### config.mk
export PLATFORM = sky130hd
export DESIGN_NAME = serial_subtractor
export DESIGN_NICKNAME = d
export VERILOG_FILES = /design/src/rtl/serial_sub_pkg.sv /design/src/rtl/full_subtractor.sv /design/src/rtl/serial_subtractor.sv
export SDC_FILE = /design/constraint.sdc
export NUM_CORES = 1
export LEC_CHECK = 0
export BUFFER_PORTS_ARGS = -buffer_cell sky130_fd_sc_hd__buf_2
export CAP_MARGIN = 15
export CORE_ASPECT_RATIO = 1.25
export CORE_MARGIN = 2
export CORE_UTILIZATION = 28
export DETAILED_ROUTE_END_ITERATION = 7
export MAX_ROUTING_LAYER = met4
export PLACE_DENSITY = 0.57
export SYNTH_ARGS = -nofsm -noshare
export SYNTH_HDL_FRONTEND = slang
export SYNTH_HIERARCHICAL = 1
export SYNTH_SLANG_ARGS = --single-unit
### constraint.sdc
create_clock -name clk -period 1.75 [get_ports clk]
set_input_delay 0.175 -clock clk [delete_from_list [all_inputs] [get_ports clk]]
set_output_delay 0.175 -clock clk [all_outputs]
set_load 0.01 [all_outputs]
### src/rtl/serial_sub_pkg.sv
// Shared definitions for the bit-serial subtractor: FSM state encoding
// and the default operand width.
package serial_sub_pkg;

  typedef enum logic [1:0] {
    S_IDLE = 2'd0,
    S_RUN  = 2'd1,
    S_DONE = 2'd2
  } state_t;

  localparam int SERIAL_SUB_WIDTH_DEF = 8;

endpackage

### src/rtl/full_subtractor.sv
// One-bit full subtractor cell: computes a_in - b_in - bw_in.
// It produces the difference bit and the borrow into the next bit.
module full_subtractor (
  input  logic a_in,
  input  logic b_in,
  input  logic bw_in,
  output logic diff_out,
  output logic bw_out
);

  assign diff_out = a_in ^ b_in ^ bw_in;
  assign bw_out   = (~a_in & b_in) | (~(a_in ^ b_in) & bw_in);

endmodule

### src/rtl/serial_subtractor.sv
// Bit-serial subtractor: computes a-b one bit per clock, LSB first, using a
// single full_subtractor cell. A full operation takes WIDTH+2 cycles:
// one accept cycle in IDLE, WIDTH RUN cycles and one DONE cycle.
// busy and done are registered copies of the state, so they appear one
// cycle after the state that produces them.
// Optional feature: define SERIAL_SUB_OVF_EN to add the signed-overflow
// output ovf.
module serial_subtractor
  import serial_sub_pkg::*;
#(
  parameter int WIDTH = SERIAL_SUB_WIDTH_DEF
) (
  input  logic             clk,
  input  logic             rst_n,
  input  logic             start,
  input  logic [WIDTH-1:0] a,
  input  logic [WIDTH-1:0] b,
  output logic             busy,
  output logic             done,
  output logic [WIDTH-1:0] diff,
  output logic             borrow_out
`ifdef SERIAL_SUB_OVF_EN
  ,
  output logic             ovf
`endif
);

  localparam int CNT_W = $clog2(WIDTH);
  localparam logic [CNT_W-1:0] CNT_LAST = CNT_W'(WIDTH - 1);

  state_t           state_q, state_d;
  logic [CNT_W-1:0] cnt_q, cnt_d;
  logic [WIDTH-1:0] a_sh_q, a_sh_d;
  logic [WIDTH-1:0] b_sh_q, b_sh_d;
  logic [WIDTH-1:0] res_q, res_d;
  logic [WIDTH-1:0] diff_q, diff_d;
  logic             bw_q, bw_d;
  logic             borrow_q, borrow_d;
  logic             busy_q, busy_d;
  logic             done_q, done_d;
  logic             cell_d;
  logic             cell_bw;
  logic [WIDTH-1:0] res_next;
`ifdef SERIAL_SUB_OVF_EN
  logic             a_msb_q, a_msb_d;
  logic             b_msb_q, b_msb_d;
  logic             ovf_q, ovf_d;
`endif

  full_subtractor u_cell (
    .a_in    (a_sh_q[0]),
    .b_in    (b_sh_q[0]),
    .bw_in   (bw_q),
    .diff_out(cell_d),
    .bw_out  (cell_bw)
  );

  assign res_next = {cell_d, res_q[WIDTH-1:1]};

  // Next-state and datapath: accept in IDLE, one bit per RUN cycle, publish on RUN->DONE
  always_comb begin
    state_d  = state_q;
    cnt_d    = cnt_q;
    a_sh_d   = a_sh_q;
    b_sh_d   = b_sh_q;
    res_d    = res_q;
    diff_d   = diff_q;
    bw_d     = bw_q;
    borrow_d = borrow_q;
    busy_d   = (state_q != S_IDLE);
    done_d   = (state_q == S_DONE);
`ifdef SERIAL_SUB_OVF_EN
    a_msb_d  = a_msb_q;
    b_msb_d  = b_msb_q;
    ovf_d    = ovf_q;
`endif
    case (state_q)
      S_IDLE: begin
        if (start) begin
          state_d = S_RUN;
          a_sh_d  = a;
          b_sh_d  = b;
          bw_d    = 1'b0;
          cnt_d   = '0;
`ifdef SERIAL_SUB_OVF_EN
          a_msb_d = a[WIDTH-1];
          b_msb_d = b[WIDTH-1];
`endif
        end
      end
      S_RUN: begin
        a_sh_d = a_sh_q >> 1;
        b_sh_d = b_sh_q >> 1;
        bw_d   = cell_bw;
        res_d  = res_next;
        if (cnt_q == CNT_LAST) begin
          state_d  = S_DONE;
          diff_d   = res_next;
          borrow_d = cell_bw;
`ifdef SERIAL_SUB_OVF_EN
          ovf_d    = (a_msb_q != b_msb_q) && (cell_d != a_msb_q);
`endif
        end else begin
          cnt_d = cnt_q + 1'b1;
        end
      end
      S_DONE: begin
        state_d = S_IDLE;
      end
      default: begin
        state_d = S_IDLE;
      end
    endcase
  end

  // State and datapath registers with asynchronous active-low clear
  always_ff @(posedge clk or negedge rst_n) begin
    if (!rst_n) begin
      state_q  <= S_IDLE;
      cnt_q    <= '0;
      a_sh_q   <= '0;
      b_sh_q   <= '0;
      res_q    <= '0;
      diff_q   <= '0;
      bw_q     <= 1'b0;
      borrow_q <= 1'b0;
      busy_q   <= 1'b0;
      done_q   <= 1'b0;
`ifdef SERIAL_SUB_OVF_EN
      a_msb_q  <= 1'b0;
      b_msb_q  <= 1'b0;
      ovf_q    <= 1'b0;
`endif
    end else begin
      state_q  <= state_d;
      cnt_q    <= cnt_d;
      a_sh_q   <= a_sh_d;
      b_sh_q   <= b_sh_d;
      res_q    <= res_d;
      diff_q   <= diff_d;
      bw_q     <= bw_d;
      borrow_q <= borrow_d;
      busy_q   <= busy_d;
      done_q   <= done_d;
`ifdef SERIAL_SUB_OVF_EN
      a_msb_q  <= a_msb_d;
      b_msb_q  <= b_msb_d;
      ovf_q    <= ovf_d;
`endif
    end
  end

  assign busy       = busy_q;
  assign done       = done_q;
  assign diff       = diff_q;
  assign borrow_out = borrow_q;
`ifdef SERIAL_SUB_OVF_EN
  assign ovf        = ovf_q;
`endif

endmodule
== Yosys cells after proc, flatten, opt, wreduce, memory -nomap -nowiden ==
Cells that the tools add are included.
W data, S select, Z words.
Word-level totals
  flip-flop bits (word level): 41
  bits of input ports: 19
  output and inout port bits: 11
  logic and storage cells: 43
Operators by class
  add/sub/neg operators: 1
  equal/unequal tests: 6
  multiplexer cells: 12
  bitwise logic cells: 7
  reductions and logical operators: 7
Operators with widths (count)
  $pmux W8 S2: 2
  $mux W8: 2
  $mux W3: 2
  $ne A2 B2 Y1 const B: 3
  $pmux W3 S2: 1
  $reduce_and A2 Y1: 3
  $mux W2: 2
  $pmux W2 S2: 1
  $reduce_bool A2 Y1: 2
  $add A3 B1 Y3 const B: 1
  $eq A3 B3 Y1 const B: 1
  $reduce_and A3 Y1: 1
  $and A1 B1 Y1: 2
  $eq A2 B1 Y1 const B: 1
  $eq A2 B2 Y1 const B: 1
  $logic_not A2 Y1: 1
  $not A1 Y1: 2
  $pmux W1 S2: 1
  $xor A1 B1 Y1: 2
  $mux W1: 1
  $or A1 B1 Y1: 1

== Logic depth before layout (Yosys ltp) ==
Gate-level depths: netlist of the first run.
  depth in word-level cells: 5
  gate-level depth with buffers: 5
  depth with buffers taken out: 5

== Modules after synthesis ==
Netlist of the first run, hierarchy kept.
By module, submodules not included
  serial_subtractor: times used 1, cells each 164, area an instance 1798.0 um^2, seq. area each 1001.0 um^2
  full_subtractor: times used 1, cells each 4, area an instance 31.3 um^2, seq. area each 0.0 um^2

== Least setup slack after synthesis of the first run ==
No wires, ideal clock.
  path type: register to register
  start: reg cnt_q[0]
  end: reg cnt_q[0]
  library setup time: 0.121 ns
  arrival: 1.332 ns
  required time: 1.629 ns
  setup slack: 0.297 ns
  cell stages (with the launch flop): 6
  path buffers: 0
  clock period less this slack: 1.453 ns
  path through: dfrtp_1 > ha_1 > ha_1 > nor2_1 > mux2_2 > a22o_1
Between the ends
  longest elaborated chain between the ends: 3
  elaborated cells between the ends (all ways): 6
  classes of those cells: add/sub (1); eq/ne (2); mux (2); reduce/logical (1)
Ends and longest elaborated chain
  start: declaration: RTL line serial_subtractor.sv:32  | logic [CNT_W-1:0] cnt_q, cnt_d;
  start signal: assignment: RTL line serial_subtractor.sv:136  | cnt_q <= cnt_d;
  $add A3 B1 Y3 or $eq A3 B3 Y1 (tied branches): RTL line serial_subtractor.sv:104, serial_subtractor.sv:96
  $mux W3 or $ne A2 B2 Y1 (tied branches)
  $pmux W3 S2 or $reduce_and A3 Y1 (tied branches)
Parallel ways exist; a longest one is shown, timed or not. The select of a mux whose other input is x is not followed.
A chain may end at the register's enable or synchronous reset.

== Worst setup path after layout of the first run ==
Same ends and word-level chain as after synthesis.

==> impl_metrics.yaml, run 1 <==
global_routing:
  grt_antenna_before_repair: 0
  grt_pass1_wl_um: 6380
  grt.total_usage: 0.117
  grt_max_degree: 41
  grt_pass1_vias: 1358
  grt-ovfl-total: 0
timing:
  maxSlewHeadroom: 0.634
  worstMarginPinSlew_ns: 0.549
  setup_tns_ns: 0
  max_freq_ghz: 0.640
  fin_crit_sh: 0.893
  fin_hold_ws_ns: 0.133
  slew_viol_final: 0
  layout_min_cycle_time_ns: 1.56
  fin_skew_ns: 0.00853
  hold_viol_final: 0
  rsz0062_at_grt: "no"
  finalSetupViolations: 0
die:
  initial_utilization: 0.293
  io-pin-count: 30
  dieHeight_um: 94.4
  placementRows: 32
  dieArea_sq_mm: 0.00720
  die_w_um: 76.3
  core_sq_mm: 0.00625
cts:
  cts_root_buf: "clkbuf_8"
  clk_pin_slew_ns: 0.08
  cts_made_buffers: 5
  cts-htree-levels: 2
  ctsResizeCount: 0
  post-cts-setup-buffers: 0
  cts.hold.buffers_added: 1
  clk_latency_ns: 0.29
  tritoncts: "yes"
  clock_sinks: 40
  clockBufferDepth: 2
route:
  routed_wl_um: 3670
  route.vias.total: 1326
  drc: 0
  top_layer: "met4"
  avgViaCountPerCell: 4.65
  drtPass1Iterations: 4
  drt_iter0_drc: 37
  met1_length_um: 1760
  ant_nets: 0
  wl_per_cell_um: 12.9
  wl_met3_um: 149
  route.met2.wl_um: 1690
critical_path:
  worst_setup_path_start_kind: "flip-flop"
  worstPathRequired_ns: 1.93
  worstSetupEndpointType: "flip-flop"
  cp_max_fo: 6
  arrival_ns: 1.74
  worstSetupPathType: "reg -> reg"
layout:
  diodes: 0
  final_common_cell: "dfrtp_1"
  final_cell_mix: "dfrtp_1 (40), buf_2 (29), nor3_1 (27)"
  drive_gt1_frac: 0.280
  nets: 221
  area_growth_pct: 17.6
pwr:
  power.total_mw: 3.68
  power-per-cell-area_mw_per_mm2: 1710
  p_leak_nw: 1.04
  ir_drop_v: 0.000446
placement:
  gp_routability_congestion: 0.710
  portBuffers: 29
  dp_hpwl_um: 2460
flow_run:
  maxCapViolCount: 0
yosys:
  yosysSeqAreaShare: 0.547
  avgSynthCellArea_sq_um: 10.9
  syn-instance-count: 168
  synthesis.nets: 190
  ys_warn_count: 6
  synth.distinct_cells: 24
  synth-seq-cells: 40
  synth_area_sq_mm: 0.00183
outcome:
  outcome: "completed"
hold_path:
  hp-class: "in -> reg"
[worst max-delay path: stages (launching register included)]
cell and delay, ns:
dfrtp_1 0.38, ha_1 0.16, ha_1 0.34, nor2_1 0.12, mux2_2 0.27, a22o_1 0.18
[flip-flops by register name (all words and copies together) (netlist names)]
register,cells
a_sh_q,8
b_sh_q,8
borrow_out,1
busy,1
bw_q,1
cnt_q,3
diff,8
done,1
res_q,7
state_q,2
[Yosys cell counts]
master / number / area, sq um
a22o_1: 6 / 52.6
buf_2: 5 / 25.0
buf_4: 2 / 15.0
buf_6: 2 / 22.5
clkbuf_1: 3 / 11.3
dfrtp_1: 40 / 1000
fa_1: 1 / 20.0
ha_1: 2 / 25.0
inv_1: 6 / 22.5
mux2_2: 1 / 11.3
mux2_4: 9 / 135
mux2i_1: 1 / 10.0
nand2_1: 23 / 86.3
nand2_2: 1 / 6.26
nand2_8: 1 / 20.0
nand2b_1: 2 / 12.5
nor2_1: 9 / 33.8
nor2b_1: 1 / 6.26
nor2b_4: 1 / 13.8
nor3_1: 27 / 135
o21ai_0: 4 / 20.0
o22ai_1: 14 / 87.6
o32ai_1: 5 / 43.8
or2_2: 2 / 12.5
[logic make-up (layout without fill, tap and decap cells)]
group	count (synthesis)	count (layout)	synth area share
simple gates	67	67	0.179
flops	40	40	0.547
mux	11	11	0.0855
buf+inv	18	50	0.0527
compound gates	29	29	0.111
fa+ha+maj	3	3	0.0246
[metrics by stage]
stage,cells,utilization,cell area [sq um],setup slack (ns)
6_report,285,0.345,2150,0.187
5_1_grt,285,0.345,2150,0.0925
4_1_cts,285,0.345,2150,0.180
3_5_place_dp,276,0.329,2050,0.194
3_3_place_gp,276,0.329,2050,0.230
2_1_floorplan,168,-,1830,0.297
[power by group]
group	switching [mW]	internal [mW]
registers	0.282	1.34
logic	0.715	0.713
clock network	0.306	0.322
[final timing paths]
check | to | depth (start not counted) | slack [ns] | from
worst max-delay path | cnt_q[0] | 5 | 0.19 | cnt_q[0]
worst min-delay path | b_sh_q[7] | 3 | 0.13 | b[7]
worst max register to register | cnt_q[0] | 5 | 0.19 | cnt_q[0]
worst min register to register | res_q[1] | 2 | 0.49 | res_q[1]
max in group asynchronous | b_sh_q[3] | 3 | 0.90 | rst_n
min in group asynchronous | state_q[0] | 3 | 0.49 | rst_n
[routing by layer]
layer,up-vias,global-route usage
met1,640,0.143
met4,0,0.0530
met5,-,-
met3,6,0.0325
met2,25,0.182
li1,655,-
[area by class of cell]
cell class | count | area, sq um
Multi-Input combinational cell | 110 | 732
Fill cell | 656 | 4090
Sequential cell | 40 | 1000
Tap cell | 85 | 106
Clock buffer | 8 | 90.1
Timing Repair Buffer | 36 | 200
Inverter | 6 | 22.5
Power figures use the tool's default switching activity.
==> run 2: changes to the inputs <==
--- a/config.mk
+++ b/config.mk
@@ -13,6 +13,7 @@
 export DETAILED_ROUTE_END_ITERATION = 7
 export MAX_ROUTING_LAYER = met4
 export PLACE_DENSITY = 0.57
+export RECOVER_POWER = 100
 export SYNTH_ARGS = -nofsm -noshare
 export SYNTH_HDL_FRONTEND = slang
 export SYNTH_HIERARCHICAL = 1
==> run 2 against run 1 <==
Compared with the run above: routed wire length rose by 0.38%; sequential cell count did not move; global-route usage did not move; final cell count did not move; critical path depth did not move; clock power barely moved; utilization fell by 1.1 points; maximum frequency rose by 0.10%; critical endpoint unchanged.
==> impl_metrics.yaml, run 2 (same netlist as run 1, synthesis figures left out) <==
hold_path:
  hp-class: "in -> reg"
timing:
  layout_min_cycle_time_ns: 1.56
  maxSlewHeadroom: 0.318
  worstMarginPinSlew_ns: 1.02
  fin_skew_ns: 0.00867
  fin_crit_sh: 0.892
  max_freq_ghz: 0.641
  hold_viol_final: 0
  slew_viol_final: 0
  rsz0062_at_grt: "no"
  setup_tns_ns: 0
  finalSetupViolations: 0
  fin_hold_ws_ns: 0.133
cts:
  clk_latency_ns: 0.29
  cts_made_buffers: 5
  clk_pin_slew_ns: 0.08
  tritoncts: "yes"
  post-cts-setup-buffers: 0
  ctsResizeCount: 0
  clockBufferDepth: 2
  cts_root_buf: "clkbuf_8"
  cts-htree-levels: 2
  clock_sinks: 40
global_routing:
  grt_pass1_vias: 1358
  grt_max_degree: 41
  grt_antenna_before_repair: 0
  grt_pass1_wl_um: 6380
  grt.total_usage: 0.117
  grt-ovfl-total: 0
die:
  dieHeight_um: 94.4
  io-pin-count: 30
  core_sq_mm: 0.00625
  dieArea_sq_mm: 0.00720
  placementRows: 32
  die_w_um: 76.3
  initial_utilization: 0.293
placement:
  place_inst: 276
  gp_routability_congestion: 0.710
  portBuffers: 29
  dp_hpwl_um: 2460
layout:
  finalNonFillerCells: 285
  nets: 221
  drive_gt1_frac: 0.170
  diodes: 0
  final_cell_mix: "dfrtp_1 (40), nor3_1 (27), nand2_1 (23)"
  area_growth_pct: 14.0
  final_common_cell: "dfrtp_1"
pwr:
  power.total_mw: 3.52
  p_leak_nw: 0.951
  ir_drop_v: 0.000439
  power-per-cell-area_mw_per_mm2: 1690
route:
  avgViaCountPerCell: 4.64
  met1_length_um: 1770
  routed_wl_um: 3690
  drt_iter0_drc: 31
  drc: 0
  route.met2.wl_um: 1680
  route.vias.total: 1322
  ant_nets: 0
  top_layer: "met4"
  wl_per_cell_um: 12.9
  wl_met3_um: 157
  drtPass1Iterations: 4
critical_path:
  cp_num_buf_inv: 0
  slowest_stage: "dfrtp_1"
  crit_chain: "ha_1, ha_1, nor2_1, mux2_2, a22o_1"
  worst_setup_path_start_kind: "flip-flop"
  max_stage_delay_ns: 0.38
  worstSetupEndpointType: "flip-flop"
  cpMostUsedCell: "ha_1"
  worstSetupPathType: "reg -> reg"
  cp_max_fo: 6
  arrival_ns: 1.74
  worstPathRequired_ns: 1.93
  path_delay_family: "adder cells"
outcome:
  outcome: "completed"
flow_run:
  maxCapViolCount: 0
[run 2: cell types whose count changed in the layout (fill, tap and decap cells not counted)]
cell      previous run  this run
buf_2               29        18
buf_4                6         2
clkbuf_1             2        14
clkbuf_2             0         3
mux2_1               0         9
mux2_4               9         0
nor2b_1              1         2
nor2b_4              1         0
[run 2: final timing paths]
path,startpoint,end,slack [ns],cells past startpoint
worst min-delay path,b[7],b_sh_q[7],0.13,3
min in group asynchronous,rst_n,state_q[0],0.68,3
worst max-delay path,cnt_q[0],cnt_q[0],0.19,5
worst min register to register,res_q[1],res_q[1],0.48,2
worst max register to register,cnt_q[0],cnt_q[0],0.19,5
max in group asynchronous,rst_n,b_sh_q[3],0.44,3
[run 2: worst reg2reg max path, delay by kind of cell, from the launching register on]
family          cells  cell delay, ns
compound gates      1            0.18
simple gates        1            0.12
mux                 1            0.27
flops               1            0.38
fa+ha+maj           2            0.50
[run 2: per-stage QoR]
step	setup slack (ns)	area [sq um]	utilization
floorplan	0.297	1830	-
global route	0.0913	2090	0.334
detailed placement	0.194	2050	0.329
global placement	0.230	2050	0.329
finish	0.189	2090	0.334
CTS	0.180	2150	0.345
[run 2: timing repair]
item / 4_1_cts / 5_1_grt
hold buffers: 1 / 0
hold endpoints to repair: 40 / 0
setup endpoints to repair: 0 / 0
[run 2: report_power, final]
group / leakage [nW] / internal (mW) / switching (mW) / total (mW)
registers: 0.489 / 1.34 / 0.276 / 1.62
clock network: 0.0455 / 0.322 / 0.306 / 0.628
logic: 0.416 / 0.566 / 0.708 / 1.27
[run 2: cell type report]
cell class              instances  area (sq um)
well taps                      85           106
clock buffers                   8          90.1
repair buffers                 36           175
multi-input cells             110           691
inverters                       6          22.5
flip-flops and latches         40          1000
fillers                       670          4160
[run 2: metal layers]
layer,global-route usage,vias to the layer above
met5,-,-
met4,0.0530,0
met3,0.0325,6
met2,0.182,25
met1,0.143,638
li1,-,653
